===== src/rtl/control_unit.sv =====
// Hardwired microsequencer: walks fetch/execute states and decodes the opcode into
// the per-cycle control word C0..C12, ALU function and retired-instruction count.
module control_unit #(
  parameter int CNT_W = 16
) (
  input  logic             clk,
  input  logic             rst_n,
  input  logic             run,
  input  logic [7:0]       IR_in,
  input  logic             acc_neg,
  output logic [12:0]      ctrl,
  output logic [2:0]       alu_op,
  output logic             halted,
  output logic             illegal_op,
  output logic [CNT_W-1:0] instr_cnt
);

  typedef enum logic [2:0] {
    S_IDLE = 3'd0,
    S_F0   = 3'd1,
    S_F1   = 3'd2,
    S_F2   = 3'd3,
    S_E0   = 3'd4,
    S_E1   = 3'd5,
    S_E2   = 3'd6,
    S_HALT = 3'd7
  } state_t;

  localparam logic [7:0] OP_NOP    = 8'h00;
  localparam logic [7:0] OP_LOAD   = 8'h01;
  localparam logic [7:0] OP_STORE  = 8'h02;
  localparam logic [7:0] OP_ADD    = 8'h03;
  localparam logic [7:0] OP_SUB    = 8'h04;
  localparam logic [7:0] OP_AND    = 8'h05;
  localparam logic [7:0] OP_OR     = 8'h06;
  localparam logic [7:0] OP_JMP    = 8'h07;
  localparam logic [7:0] OP_JMPGEZ = 8'h08;
  localparam logic [7:0] OP_CLRA   = 8'h09;
  localparam logic [7:0] OP_HALT   = 8'h0A;

  localparam logic [2:0] ALU_PASS_B = 3'd0;
  localparam logic [2:0] ALU_ADD    = 3'd1;
  localparam logic [2:0] ALU_SUB    = 3'd2;
  localparam logic [2:0] ALU_AND    = 3'd3;
  localparam logic [2:0] ALU_OR     = 3'd4;

  state_t           r_state;
  state_t           w_next;
  state_t           w_after;
  logic [12:0]      w_ctrl;
  logic [2:0]       w_alu_op;
  logic             w_retire;
  logic             w_illegal;
  logic [CNT_W-1:0] r_instr_cnt;

  // State register
  always_ff @(posedge clk or negedge rst_n) begin
    if (!rst_n) begin
      r_state <= S_IDLE;
    end else begin
      r_state <= w_next;
    end
  end

  // Retired-instruction counter, wraps naturally
  always_ff @(posedge clk or negedge rst_n) begin
    if (!rst_n) begin
      r_instr_cnt <= '0;
    end else if (w_retire) begin
      r_instr_cnt <= r_instr_cnt + CNT_W'(1);
    end else begin
      r_instr_cnt <= r_instr_cnt;
    end
  end

  // Next-state and control-word decode
  always_comb begin
    w_next    = r_state;
    w_ctrl    = 13'd0;
    w_alu_op  = ALU_PASS_B;
    w_retire  = 1'b0;
    w_illegal = 1'b0;
    // run is only consulted at an instruction boundary
    w_after   = run ? S_F0 : S_IDLE;
    case (r_state)
      S_IDLE: begin
        if (run) begin
          w_next = S_F0;
        end else begin
          w_next = S_IDLE;
        end
      end
      S_F0: begin
        w_ctrl[0] = 1'b1;
        w_next    = S_F1;
      end
      S_F1: begin
        w_ctrl[2] = 1'b1;
        w_ctrl[1] = 1'b1;
        w_next    = S_F2;
      end
      S_F2: begin
        w_ctrl[4] = 1'b1;
        w_ctrl[5] = 1'b1;
        w_next    = S_E0;
      end
      S_E0: begin
        case (IR_in)
          OP_LOAD, OP_ADD, OP_SUB, OP_AND, OP_OR: begin
            w_ctrl[2] = 1'b1;
            w_next    = S_E1;
          end
          OP_STORE: begin
            w_ctrl[7] = 1'b1;
            w_next    = S_E1;
          end
          OP_JMP: begin
            w_ctrl[6] = 1'b1;
            w_retire  = 1'b1;
            w_next    = w_after;
          end
          OP_JMPGEZ: begin
            w_ctrl[6] = ~acc_neg;
            w_retire  = 1'b1;
            w_next    = w_after;
          end
          OP_CLRA: begin
            w_ctrl[10] = 1'b1;
            w_retire   = 1'b1;
            w_next     = w_after;
          end
          OP_NOP: begin
            w_retire = 1'b1;
            w_next   = w_after;
          end
          OP_HALT: begin
            w_retire = 1'b1;
            w_next   = S_HALT;
          end
          default: begin
            w_illegal = 1'b1;
            w_next    = w_after;
          end
        endcase
      end
      S_E1: begin
        case (IR_in)
          OP_LOAD, OP_ADD, OP_SUB, OP_AND, OP_OR: begin
            w_ctrl[8] = 1'b1;
            w_next    = S_E2;
          end
          OP_STORE: begin
            w_ctrl[3] = 1'b1;
            w_retire  = 1'b1;
            w_next    = w_after;
          end
          default: begin
            w_next = S_IDLE;
          end
        endcase
      end
      S_E2: begin
        case (IR_in)
          OP_LOAD, OP_ADD, OP_SUB, OP_AND, OP_OR: begin
            w_ctrl[9] = 1'b1;
            w_retire  = 1'b1;
            w_next    = w_after;
            case (IR_in)
              OP_ADD:  w_alu_op = ALU_ADD;
              OP_SUB:  w_alu_op = ALU_SUB;
              OP_AND:  w_alu_op = ALU_AND;
              OP_OR:   w_alu_op = ALU_OR;
              default: w_alu_op = ALU_PASS_B;
            endcase
          end
          default: begin
            w_next = S_IDLE;
          end
        endcase
      end
      S_HALT: begin
        w_next = S_HALT;
      end
      default: begin
        w_next = S_IDLE;
      end
    endcase
  end

  assign ctrl       = w_ctrl;
  assign alu_op     = w_alu_op;
  assign illegal_op = w_illegal;
  assign halted     = (r_state == S_HALT);
  assign instr_cnt  = r_instr_cnt;

endmodule


===== config.mk =====
export PLATFORM = sky130hd
export DESIGN_NAME = control_unit
export DESIGN_NICKNAME = d
export VERILOG_FILES = /design/src/rtl/control_unit.sv
export SDC_FILE = /design/constraint.sdc
export NUM_CORES = 1
export LEC_CHECK = 0
export CELL_PAD_IN_SITES_DETAIL_PLACEMENT = 1
export CELL_PAD_IN_SITES_GLOBAL_PLACEMENT = 2
export CORE_MARGIN = 1
export CORE_UTILIZATION = 29
export CTS_CLUSTER_DIAMETER = 100
export DETAILED_ROUTE_END_ITERATION = 12
export PLACE_DENSITY = 0.91
export SETUP_SLACK_MARGIN = 0.3
export SLEW_MARGIN = 5
export SYNTH_ARGS = -nofsm -noshare
export SYNTH_HDL_FRONTEND = slang
export SYNTH_SLANG_ARGS = --single-unit

===== constraint.sdc =====
create_clock -name clk -period 4.1 [get_ports clk]
set_clock_uncertainty 0.05 [all_clocks]
set_input_delay 0.41 -clock clk [delete_from_list [all_inputs] [get_ports clk]]
set_output_delay 0.41 -clock clk [all_outputs]
set_load 0.1 [all_outputs]

Word-level counts from Yosys, hierarchy flattened:

Cells that the tools add are included.

* add/sub/neg operators: 1
* multipliers: 0
* div/mod/pow operators: 0
* $lt $le $gt $ge: 0
* equality and inequality tests: 17
* shifts and indexed selects: 0
* mux-type cells: 25
* bitwise operators: 1
* reductions and logical operators: 6

Operators by type and width (count)
* $eq 8x3->1 const B: 4
* $eq 8x4->1 const B: 3
* $pmux 3 s8: 1
* $add 16x1->16 const B: 1
* $eq 8x2->1 const B: 2
* $mux 1: 13
* $eq 3x3->1 const B: 4
* $pmux 3 s2: 2
* $pmux 3 s4: 1
* $reduce_or 11->1: 1
* $reduce_or 5->1: 2
* $mux 3: 3
* $eq 8x1->1 const B: 1
* $logic_not 8->1: 1
* $eq 3x2->1 const B: 2
* $reduce_or 6->1: 1
* $mux 2: 2
* $pmux 1 s2: 2
* $eq 3x1->1 const B: 1
* $logic_not 3->1: 1
* $pmux 1 s3: 1
* $not 1->1: 1

* flip-flop bits (word level): 19
* bits in latches: 0
* bits in writable memories: 0
* ROM bits: 0
* bits of input ports: 12
* output and inout bits: 34
* word-level logic and storage cells: 52
* memories kept: 0

Logic depth before layout (Yosys ltp):

Gate-level depths: netlist of run 1.

* depth in word-level cells: 4
* depth in mapped cells: 7
* depth with buffers taken out: 5

Worst setup path after synthesis of run 1:

No wires, ideal clock.

* path kind: input -> output
* start: input IR_in[5]
* end: output alu_op[0]
* arrival: 3.987 ns
* required time: 3.640 ns
* slack: -0.347 ns
* cell stages on the path: 3
* buffers on the path: 1
* cells stage by stage: or4_1 buf_2 nor4_1

* word-level cells in the longest chain between the ends: 4
* elaborated cells between the ends (all ways): 9
* classes of those cells: eq/ne (5); mux (3); reduce/logical (1)

Ends and longest elaborated chain
* from (decl): RTL line 9 `input logic [7:0] IR_in,`
* $eq 8x3->1 (tied with other cells): RTL line 163, 168
* $pmux 3 s4 / $reduce_or 5->1 (equally long branches): RTL line 168, 163
* $mux 3 (*): RTL line 163 `case (IR_in)`
* $mux 3 (*): RTL line 85 `case (r_state)`
* to (decl): RTL line 12 `output logic [2:0] alu_op,`

Every way passes the cells marked *; elsewhere a longest branch is shown, timed or not.

Worst setup path in the final report of run 1:

* start: input IR_in[5]
* end: output ctrl[2]

* word-level cells in the longest chain between the ends: 4
* elaborated cells between the ends (all ways): 8
* classes of those cells: eq/ne (5); mux (2); reduce/logical (1)

Ends and longest elaborated chain
* $eq 8x1->1 (tied with other cells): RTL line 108 `case (IR_in)`
* $reduce_or 5->1 (*): RTL line 108
* $mux 1 (*): RTL line 108
* $pmux 1 s2 (*): RTL line 85
* to (decl): RTL line 11 `output logic [12:0] ctrl,`

Marks and branches as above.

==> results by stage, run 1 <==
STA:
- The number of hold-slack violations in the final timing report came to 0.
- In the finished design, the share of the clock period the worst path needs comes to 0.714.
- The max-slew headroom at the worst pin is 0.345.
- After layout, the worst setup slack is 1170 ps.
- The routed design could run at a clock period as short as 2930 ps.
- The transition time at the pin with the least slew margin is 980 ps.
- The maximum clock rate is 342 MHz.
- Setup violations remaining at the end of the flow were counted as 0.
- Setup repair after global routing left no endpoint under its margin.
- The number of pins with negative max-slew slack in the final report came to 0.

Floorplanning:
- The floorplan has 25 rows.
- In this run the horizontal extent of the chip is 73.4 um.
- For this configuration, the core starts out at a cell density of 0.306.
- The number of top-level design ports is 46.
- The region available for standard cell placement spans 4820 sq um.
- The floorplan step set the die height to 73.4 um.
- The area of the die is 5380 sq um.

Clocking:
- The number of setup buffers added after CTS is 0.
- The clock latency at the later pin of the worst-skew pair is 260 ps.
- The cts-stage hold buffer count is 0.
- Clock tree synthesis selected as its root buffer the cell sky130_fd_sc_hd__clkbuf_8.
- Clock-pin slew was measured on the worst setup and hold paths at 80 ps.
- CTS built an H-tree with a depth of 1.
- The clock sink count is 19.
- Counting along the longest clock path gives a buffer depth of 2.
- The clock tree from TritonCTS is built.
- In this run, post-CTS repair resized a total of 0 instances.
- The total clock buffers created by CTS is 3.

Route:
- For this run, the detailed router's first-pass iteration total came to 4.
- The number of vias per cell after detailed routing is 5.07.
- The DRC violation count after routing is 0.
- The via count of the routed design is 1,324.
- After detailed routing, the average wire length per cell comes to 14.9 um.
- The remaining number of nets flagged by the antenna check after routing is 0.
- The first routing iteration left 56 violations.
- The total wirelength of the detailed-routed design is 3890 um.

Synth:
- In this run, synthesis produced a sequential element count of 19.
- The number of warning messages in the yosys log is 0.
- Ranked by total cell area, the synthesized netlist is headed by sky130_fd_sc_hd__dfrtp_1, sky130_fd_sc_hd__xor2_1, sky130_fd_sc_hd__a211oi_2.
- In this run, synthesis inferred 0 flip-flops with an integrated enable.
- The number of different library cells in the post-synthesis netlist is 48.
- Of the post-synthesis cell area, the dominant cell type holds 0.322.
- By count the netlist is led by sky130_fd_sc_hd__dfrtp_1, sky130_fd_sc_hd__nand2_1, sky130_fd_sc_hd__xor2_1.
- For this run, the register share of the synthesized area comes to 0.322.
- In this run the cell area of the synthesized design comes to 1480 sq um.
- After technology mapping, the gate count stands at 159.
- The share of flip-flops with an asynchronous set or reset after synthesis is 1.00.
- The dominant synthesized flop cell is sky130_fd_sc_hd__dfrtp_1.
- The library cell occupying the most area in the post-synthesis netlist is sky130_fd_sc_hd__dfrtp_1.
- The most common cell in the synthesized netlist is sky130_fd_sc_hd__dfrtp_1.
- The average footprint of a synthesized cell is 9.29 sq um.

Worst setup path:
- Traced cell by cell, the critical path runs through clkdlybuf4s50_1 > or4_1 > a2111oi_4 > inv_2 > o21bai_1 > buf_4.
- The type of element launching the critical path is an input port.
- The worst setup path is captured at an output port.
- The cell with the largest stage delay on the worst path is sky130_fd_sc_hd__or4_1.
- The critical path is of the input port to output port type.
- In this design, the stage delay of the slowest critical-path cell is 690 ps.
- The biggest fanout along the worst timing path is 6.
- For the worst setup path, the data required time is 3640 ps.
- For the worst setup path, the data arrival time is 2470 ps.

Hold path:
- The class of the tightest hold or removal check is register to register.

Pwr:
- Across the VDD grid, the largest voltage drop is 265 uV.
- Power spread over the standard cell area amounts to 462 nW/um^2.
- The final total power is 895 uW.
- In this run the static leakage power is 0.772 nW.

GRT:
- The maximum number of pins on one net before global-route repair is 20.
- The global-route usage over all layers is 0.151.
- The number of global-route vias before repair is 1,285.
- Global routing finished with a remaining overflow of 0.
- The first global-routing pass estimated 6430 um of wire.
- The initial antenna violation count is 0.

Placement:
- The detailed-placement wirelength estimate is 2930 um.
- The final weighted congestion in routability-driven placement is 0.758.
- At the placement stage, the worst setup path has a slack of 1170 ps.
- During placement, the flow inserted port buffers numbering 43.
- In this run, placement finished with an instance count of 257.

Final layout:
- Leaving out filler cells and counting taps, the final layout contains 261.
- In the final layout, the share of cells above drive strength 1 is 0.206.
- Fill cells in the final layout number 586.
- The core occupancy in the finished layout is 0.402.
- The growth of design area from synthesis to finish is 31.1%.
- The final antenna diode count is 0.
- The final net count is 208.

Flow run:
- The number of max-cap violations is 0.

Outcome:
- The flow ran to the end, and the final reports show no timing, DRC or antenna violations.
per-layer routing:
metal  wire [um]  global-route usage  vias to the layer above
met3         103              0.0288                        2
met4          19              0.0192                        0
met5           0                   0                        -
li1            -                   -                      642
met1        1990               0.220                      652
met2        1780               0.239                       28
per-stage QoR:
| stage | TNS, ps | area [sq um] | hold slack, ps |
|---|---|---|---|
| floorplan | -694 | 1490 | 64.4 |
| global placement | 0 | 1890 | 408 |
| detailed placement | 0 | 1890 | 431 |
| CTS | 0 | 1940 | 442 |
| global route | 0 | 1940 | 460 |
| finish | 0 | 1940 | 431 |
registers in the layout (all words and copies together) (netlist names):
register / cells
r_state: 3
instr_cnt: 16
cell usage in the layout (no fill, tap or decap), types with 3 or more instances in the layout:
cell type and count:
sky130_fd_sc_hd__clkdlybuf4s50_1 32, sky130_fd_sc_hd__dfrtp_1 19, sky130_fd_sc_hd__nand2_1 15, sky130_fd_sc_hd__xor2_1 15, sky130_fd_sc_hd__buf_4 13, sky130_fd_sc_hd__nor2_1 12
sky130_fd_sc_hd__nand3_1 10, sky130_fd_sc_hd__a21oi_1 8, sky130_fd_sc_hd__a211oi_2 6, sky130_fd_sc_hd__nor3_1 5, sky130_fd_sc_hd__nand4_1 5, sky130_fd_sc_hd__a2111oi_2 4
sky130_fd_sc_hd__inv_2 3, sky130_fd_sc_hd__nor2b_1 3, sky130_fd_sc_hd__o21ai_0 3, sky130_fd_sc_hd__clkbuf_8 3
cell type report:
class | instances | area (sq um) | area share
clock buffers | 3 | 41.3 | 0.0213
clock inverters | 1 | 5.00 | 0.00259
inverters | 3 | 11.3 | 0.00582
multi-input cells | 123 | 901 | 0.465
flip-flops and latches | 19 | 475 | 0.246
well taps | 67 | 83.8 | 0.0433
repair buffers | 45 | 418 | 0.216
worst max-delay path: cells and delay by family:
family / cells / cell delay, ps
buffers and inverters: 3 / 860
AND/OR/NAND/NOR: 1 / 690
AO/OA/AOI/OAI: 2 / 510
logic make-up (layout without fill, tap and decap cells):
group / after synthesis / in the layout / share of synthesized area
AND/OR/NAND/NOR: 69 / 69 / 0.263
flip-flops: 19 / 19 / 0.322
AO/OA/AOI/OAI: 34 / 34 / 0.228
adder cells (fa/ha/maj): 1 / 1 / 0.00847
XOR/XNOR: 16 / 16 / 0.0949
other: 1 / 2 / 0.00254
multiplexers: 1 / 1 / 0.00763
buffers and inverters: 18 / 52 / 0.0737
power breakdown:
group / internal [mW] / switching [mW]
clock network: 0.0677 / 0.0697
registers: 0.205 / 0.0649
logic: 0.128 / 0.359
total: 0.401 / 0.494
path summary, 6_finish.rpt:
path,cells past startpoint,slack [ps],end,start
min,1,430,instr_cnt[15]$_DFFE_PN0P_,instr_cnt[15]$_DFFE_PN0P_
max,6,1170,ctrl[2],IR_in[5]
min reg2reg,1,430,instr_cnt[15]$_DFFE_PN0P_,instr_cnt[15]$_DFFE_PN0P_
max in group asynchronous,1,2880,instr_cnt[9]$_DFFE_PN0P_,rst_n
max reg2reg,6,1830,instr_cnt[9]$_DFFE_PN0P_,r_state[1]$_DFF_PN0_
min in group asynchronous,1,590,instr_cnt[15]$_DFFE_PN0P_,rst_n
Power figures use the tool's default switching activity.
==> inputs of run 2 (changes only) <==
--- a/config.mk
+++ b/config.mk
@@ -8,10 +8,10 @@
 export CELL_PAD_IN_SITES_DETAIL_PLACEMENT = 1
 export CELL_PAD_IN_SITES_GLOBAL_PLACEMENT = 2
 export CORE_MARGIN = 1
-export CORE_UTILIZATION = 29
+export CORE_UTILIZATION = 25
 export CTS_CLUSTER_DIAMETER = 100
 export DETAILED_ROUTE_END_ITERATION = 12
-export PLACE_DENSITY = 0.91
+export PLACE_DENSITY = 0.84
 export SETUP_SLACK_MARGIN = 0.3
 export SLEW_MARGIN = 5
 export SYNTH_ARGS = -nofsm -noshare
==> constraint.sdc (replaced) <==
create_clock -name clk -period 2.35 [get_ports clk]
set_clock_uncertainty 0.05 [all_clocks]
set_input_delay 0.235 -clock clk [delete_from_list [all_inputs] [get_ports clk]]
set_output_delay 0.235 -clock clk [all_outputs]
set_load 0.1 [all_outputs]
==> run 2 against run 1 <==
Sequential cell count unchanged. Setup slack got worse by 860 ps. Critical endpoint unchanged. Sequential power grew 58%. Core utilization grew 1.2 points. Largest power group unchanged. Global-route usage is 0.96 points lower. Power increased by 94%.
==> results by stage, run 2 (same netlist as run 1, synthesis figures left out) <==
Route:
- The via count of the routed design is 1,370 (was 1,324).
- The number of vias per cell after detailed routing is 4.79 (was 5.07).
- The met1 routed wirelength after detailed routing came to 2030 um (was 1990 um).
- The total wirelength of the detailed-routed design is 4200 um (was 3890 um).
- The remaining number of nets flagged by the antenna check after routing is 0 (unchanged).
- The detailed-route wire length per cell was 14.7 um (was 14.9 um).
- The total iterations of the first detailed-routing run is 4 (unchanged).
- The total length of routed met2 wires is 1990 um (was 1780 um).
- The highest routed metal layer is met4 (unchanged).
- The met3 wire length is 141 um (was 103 um).
- The number of DRC markers in iteration 0 is 48 (was 56).
- The DRC violation count after routing is 0 (unchanged).

Worst setup path:
- The worst path required time is 2070 ps (was 3640 ps).
- The worst endpoint data arrival time came to 1750 ps (was 2470 ps).
- The buffering stage count on the worst path with inverters included is 3 (unchanged).
- The worst flop-to-flop path startpoint is r_state[1]$_DFF_PN0_ (unchanged).
- Ordered cell list for the critical path: buf_6 > or4_4 > a2111oi_4 > inv_2 > o21bai_4 > buf_12 (was clkdlybuf4s50_1 > or4_1 > a2111oi_4 > inv_2 > o21bai_1 > buf_4).
- The number of cells on the worst reg-to-reg path was 5 (was 6).
- The kind of cell with the highest combined delay on the critical path was simple AND/OR/NAND/NOR gates (was buffers and inverters).
- The cell with the largest stage delay on the worst path is sky130_fd_sc_hd__or4_4 (was sky130_fd_sc_hd__or4_1).
- The register-to-register setup slack came to 480 ps (was 1830 ps).
- The type of the worst setup path was input port to output port (unchanged).
- The biggest cell delay along the critical path was 550 ps (was 690 ps).
- The destination of the worst register-to-register timing path was instr_cnt[1]$_DFFE_PN0P_ (was instr_cnt[9]$_DFFE_PN0P_).
- The type of element launching the critical path is an input port (unchanged).
- The biggest fanout along the worst timing path is 4 (was 6).
- The critical path endpoint category is an output port (unchanged).

Clocking:
- The clock edge transition at the registers on the reported setup and hold paths is 70 ps (was 80 ps).
- The clock sink count came to 19 (unchanged).
- The clock latency at the later pin of the worst-skew pair was 260 ps (about the same).
- The maximum number of buffers from clock root to sink is 2 (unchanged).
- The maximum level of the CTS H-tree came to 1 (unchanged).
- The clock tree from TritonCTS is built (unchanged).
- The cts-stage hold buffer count was 0 (unchanged).
- The CTS root buffer is sky130_fd_sc_hd__clkbuf_8 (unchanged).
- The total clock buffers created by CTS is 3 (unchanged).

STA:
- Timing would allow up to 491 MHz.
- The final-layout worst hold slack is 254 ps (was 431 ps).
- The final critical-path required period is 2040 ps.
- The number of pins with negative max-slew slack in the final report is 0 (unchanged).
- The share of the clock period used by the worst path is 0.866.
- The setup slack of the critical path after layout came to 314 ps (was 1170 ps).
- The count of final setup violators came to 0 (unchanged).
- RSZ-0062 raised after global routing: yes (was no).
- The number of hold-slack violations in the final timing report was 0 (unchanged).
- The sum of negative setup slack is 0 ps (unchanged).

Pwr:
- The share of power burned in the clock network is 0.131 (was 0.154).
- The static leakage is 0.978 nW (was 0.772 nW).
- The final total power was 1.74 mW (was 895 uW).
- The switching share of power is 0.531 (was 0.552).
- The internal power component is 817 uW (was 401 uW).
- The share of total power in sequential cells is 0.244 (was 0.302).
- The part of the power in combinational logic came to 0.625 (was 0.545).
- The largest voltage drop on the vdd net came to 366 uV (was 265 uV).
- The net switching power of the design is 924 uW (was 494 uW).
- The power density over cell area is 751 nW/um^2 (was 462 nW/um^2).

GRT:
- The number of global-route vias before repair is 1,363 (was 1,285).
- The first-pass GRT wire length was 7000 um (was 6430 um).
- The initial antenna violation count is 0 (unchanged).
- The overall overflow remaining after global route is 0 (unchanged).
- The maximum number of pins on one net before global-route repair is 20 (unchanged).
- The global-route usage over all layers is 0.142 (was 0.151).

Placement:
- The placement-stage cell area is 2240 sq um (was 1890 sq um).
- The number of I/O port buffers was 43 (unchanged).
- The final weighted congestion in routability-driven placement is 0.780 (was 0.758).
- The pre-CTS worst setup slack is -26.6 ps (was 1170 ps).
- The detailed-placement wirelength estimate is 3420 um (was 2930 um).

Floorplanning:
- The die boundary width was 78.9 um (was 73.4 um).
- The number of top-level design ports came to 46 (unchanged).
- The number of cell rows came to 27 (was 25).
- The effective utilization at floorplan is 0.263 (was 0.306).
- The die height is 78.9 um (was 73.4 um).
- The area of the core region was 5610 sq um (was 4820 sq um).
- The area of the die is 6220 sq um (was 5380 sq um).

Outcome:
- Run status: complete, no violations (unchanged).

Final layout:
- The number of flip-flops under the largest register name was 16 (unchanged).
- The multi-input gate area in the final layout is 1020 sq um (was 901 sq um).
- The number of inserted filler cells in the final layout is 680 (was 586).
- The commonest non-fill, non-tap cell in the layout was sky130_fd_sc_hd__buf_4 (was sky130_fd_sc_hd__clkdlybuf4s50_1).
- The fraction of layout cells with a size suffix above 1 is 0.519 (was 0.206).
- The summed area of non-filler cells in the final layout is 2320 sq um (was 1940 sq um).
- The area of all sequential standard cells was 485 sq um (was 475 sq um).
- The growth of design area from synthesis to finish is 57.0% (was 31.1%).
- The final antenna diode count is 0 (unchanged).
- Highest-count cells in the layout ignoring fill and taps: sky130_fd_sc_hd__buf_4, sky130_fd_sc_hd__xor2_1, sky130_fd_sc_hd__nand2_1, sky130_fd_sc_hd__buf_12, sky130_fd_sc_hd__dfrtp_1 (was sky130_fd_sc_hd__clkdlybuf4s50_1, sky130_fd_sc_hd__dfrtp_1, sky130_fd_sc_hd__nand2_1, sky130_fd_sc_hd__xor2_1, sky130_fd_sc_hd__buf_4).
- The final net count came to 228 (was 208).

Flow run:
- The number of max-cap violations is 0 (unchanged).

Hold path:
- The class of the tightest hold or removal check is input port to asynchronous set/reset pin (was register to register).
## run 2: timing repair
item | 4_1_cts | 5_1_grt
cloned | 0 | 0
pin swaps | 3 | 3
buffers inserted | 0 | 1
resized for setup | 16 | 12
endpoints found under the setup margin | 10 | 13
## run 2: per-stage QoR
| stage | cells | utilization |
|---|---|---|
| CTS | 285 | 0.412 |
| global placement | 281 | 0.400 |
| finish | 286 | 0.413 |
| global route | 286 | 0.413 |
| detailed placement | 281 | 0.400 |
| floorplan | 160 | - |
## run 2: worst register-to-register path, delay by kind of cell (launching register included)
family / cells / cell delay (ps)
compound gates: 3 / 570
flops: 1 / 410
simple gates: 1 / 380
mux: 1 / 340
## run 2: how the worst max path moves through the flow
| stage | to | start | slack [ps] | cells past startpoint |
|---|---|---|---|---|
| 6_report | ctrl[2] | IR_in[7] | 310 | 6 |
| 5_1_grt | ctrl[2] | IR_in[7] | 270 | 6 |
| 4_1_cts | alu_op[0] | r_state[0]$_DFF_PN0_ | 300 | 4 |
| 3_5_place_dp | ctrl[2] | IR_in[5] | -30 | 6 |
| 3_3_place_gp | ctrl[2] | IR_in[5] | 30 | 6 |
| 2_1_floorplan | ctrl[2] | IR_in[5] | -90 | 5 |
## run 2: power by group through the flow
stage	clock network (mW)	registers, mW	logic, mW
2_1_floorplan	0	0.451	0.776
3_3_place_gp	0	0.427	1.07
3_5_place_dp	0	0.431	1.08
4_1_cts	0.237	0.424	1.09
5_1_grt	0.247	0.433	1.14
6_report	0.228	0.426	1.09
## run 2: area by class of cell
| type | count | area share |
|---|---|---|
| Multi-Input combinational cell | 123 | 0.439 |
| Timing Repair Buffer | 65 | 0.288 |
| Sequential cell | 19 | 0.209 |
| Tap cell | 72 | 0.0389 |
| Clock buffer | 3 | 0.0178 |
| Inverter | 3 | 0.00486 |
| Clock inverter | 1 | 0.00216 |
## run 2: layer usage
layer | global-route usage | vias to the layer above
li1 | - | 677
met2 | 0.225 | 25
met5 | 0 | -
met3 | 0.0184 | 5
met4 | 0.0309 | 0
met1 | 0.204 | 663
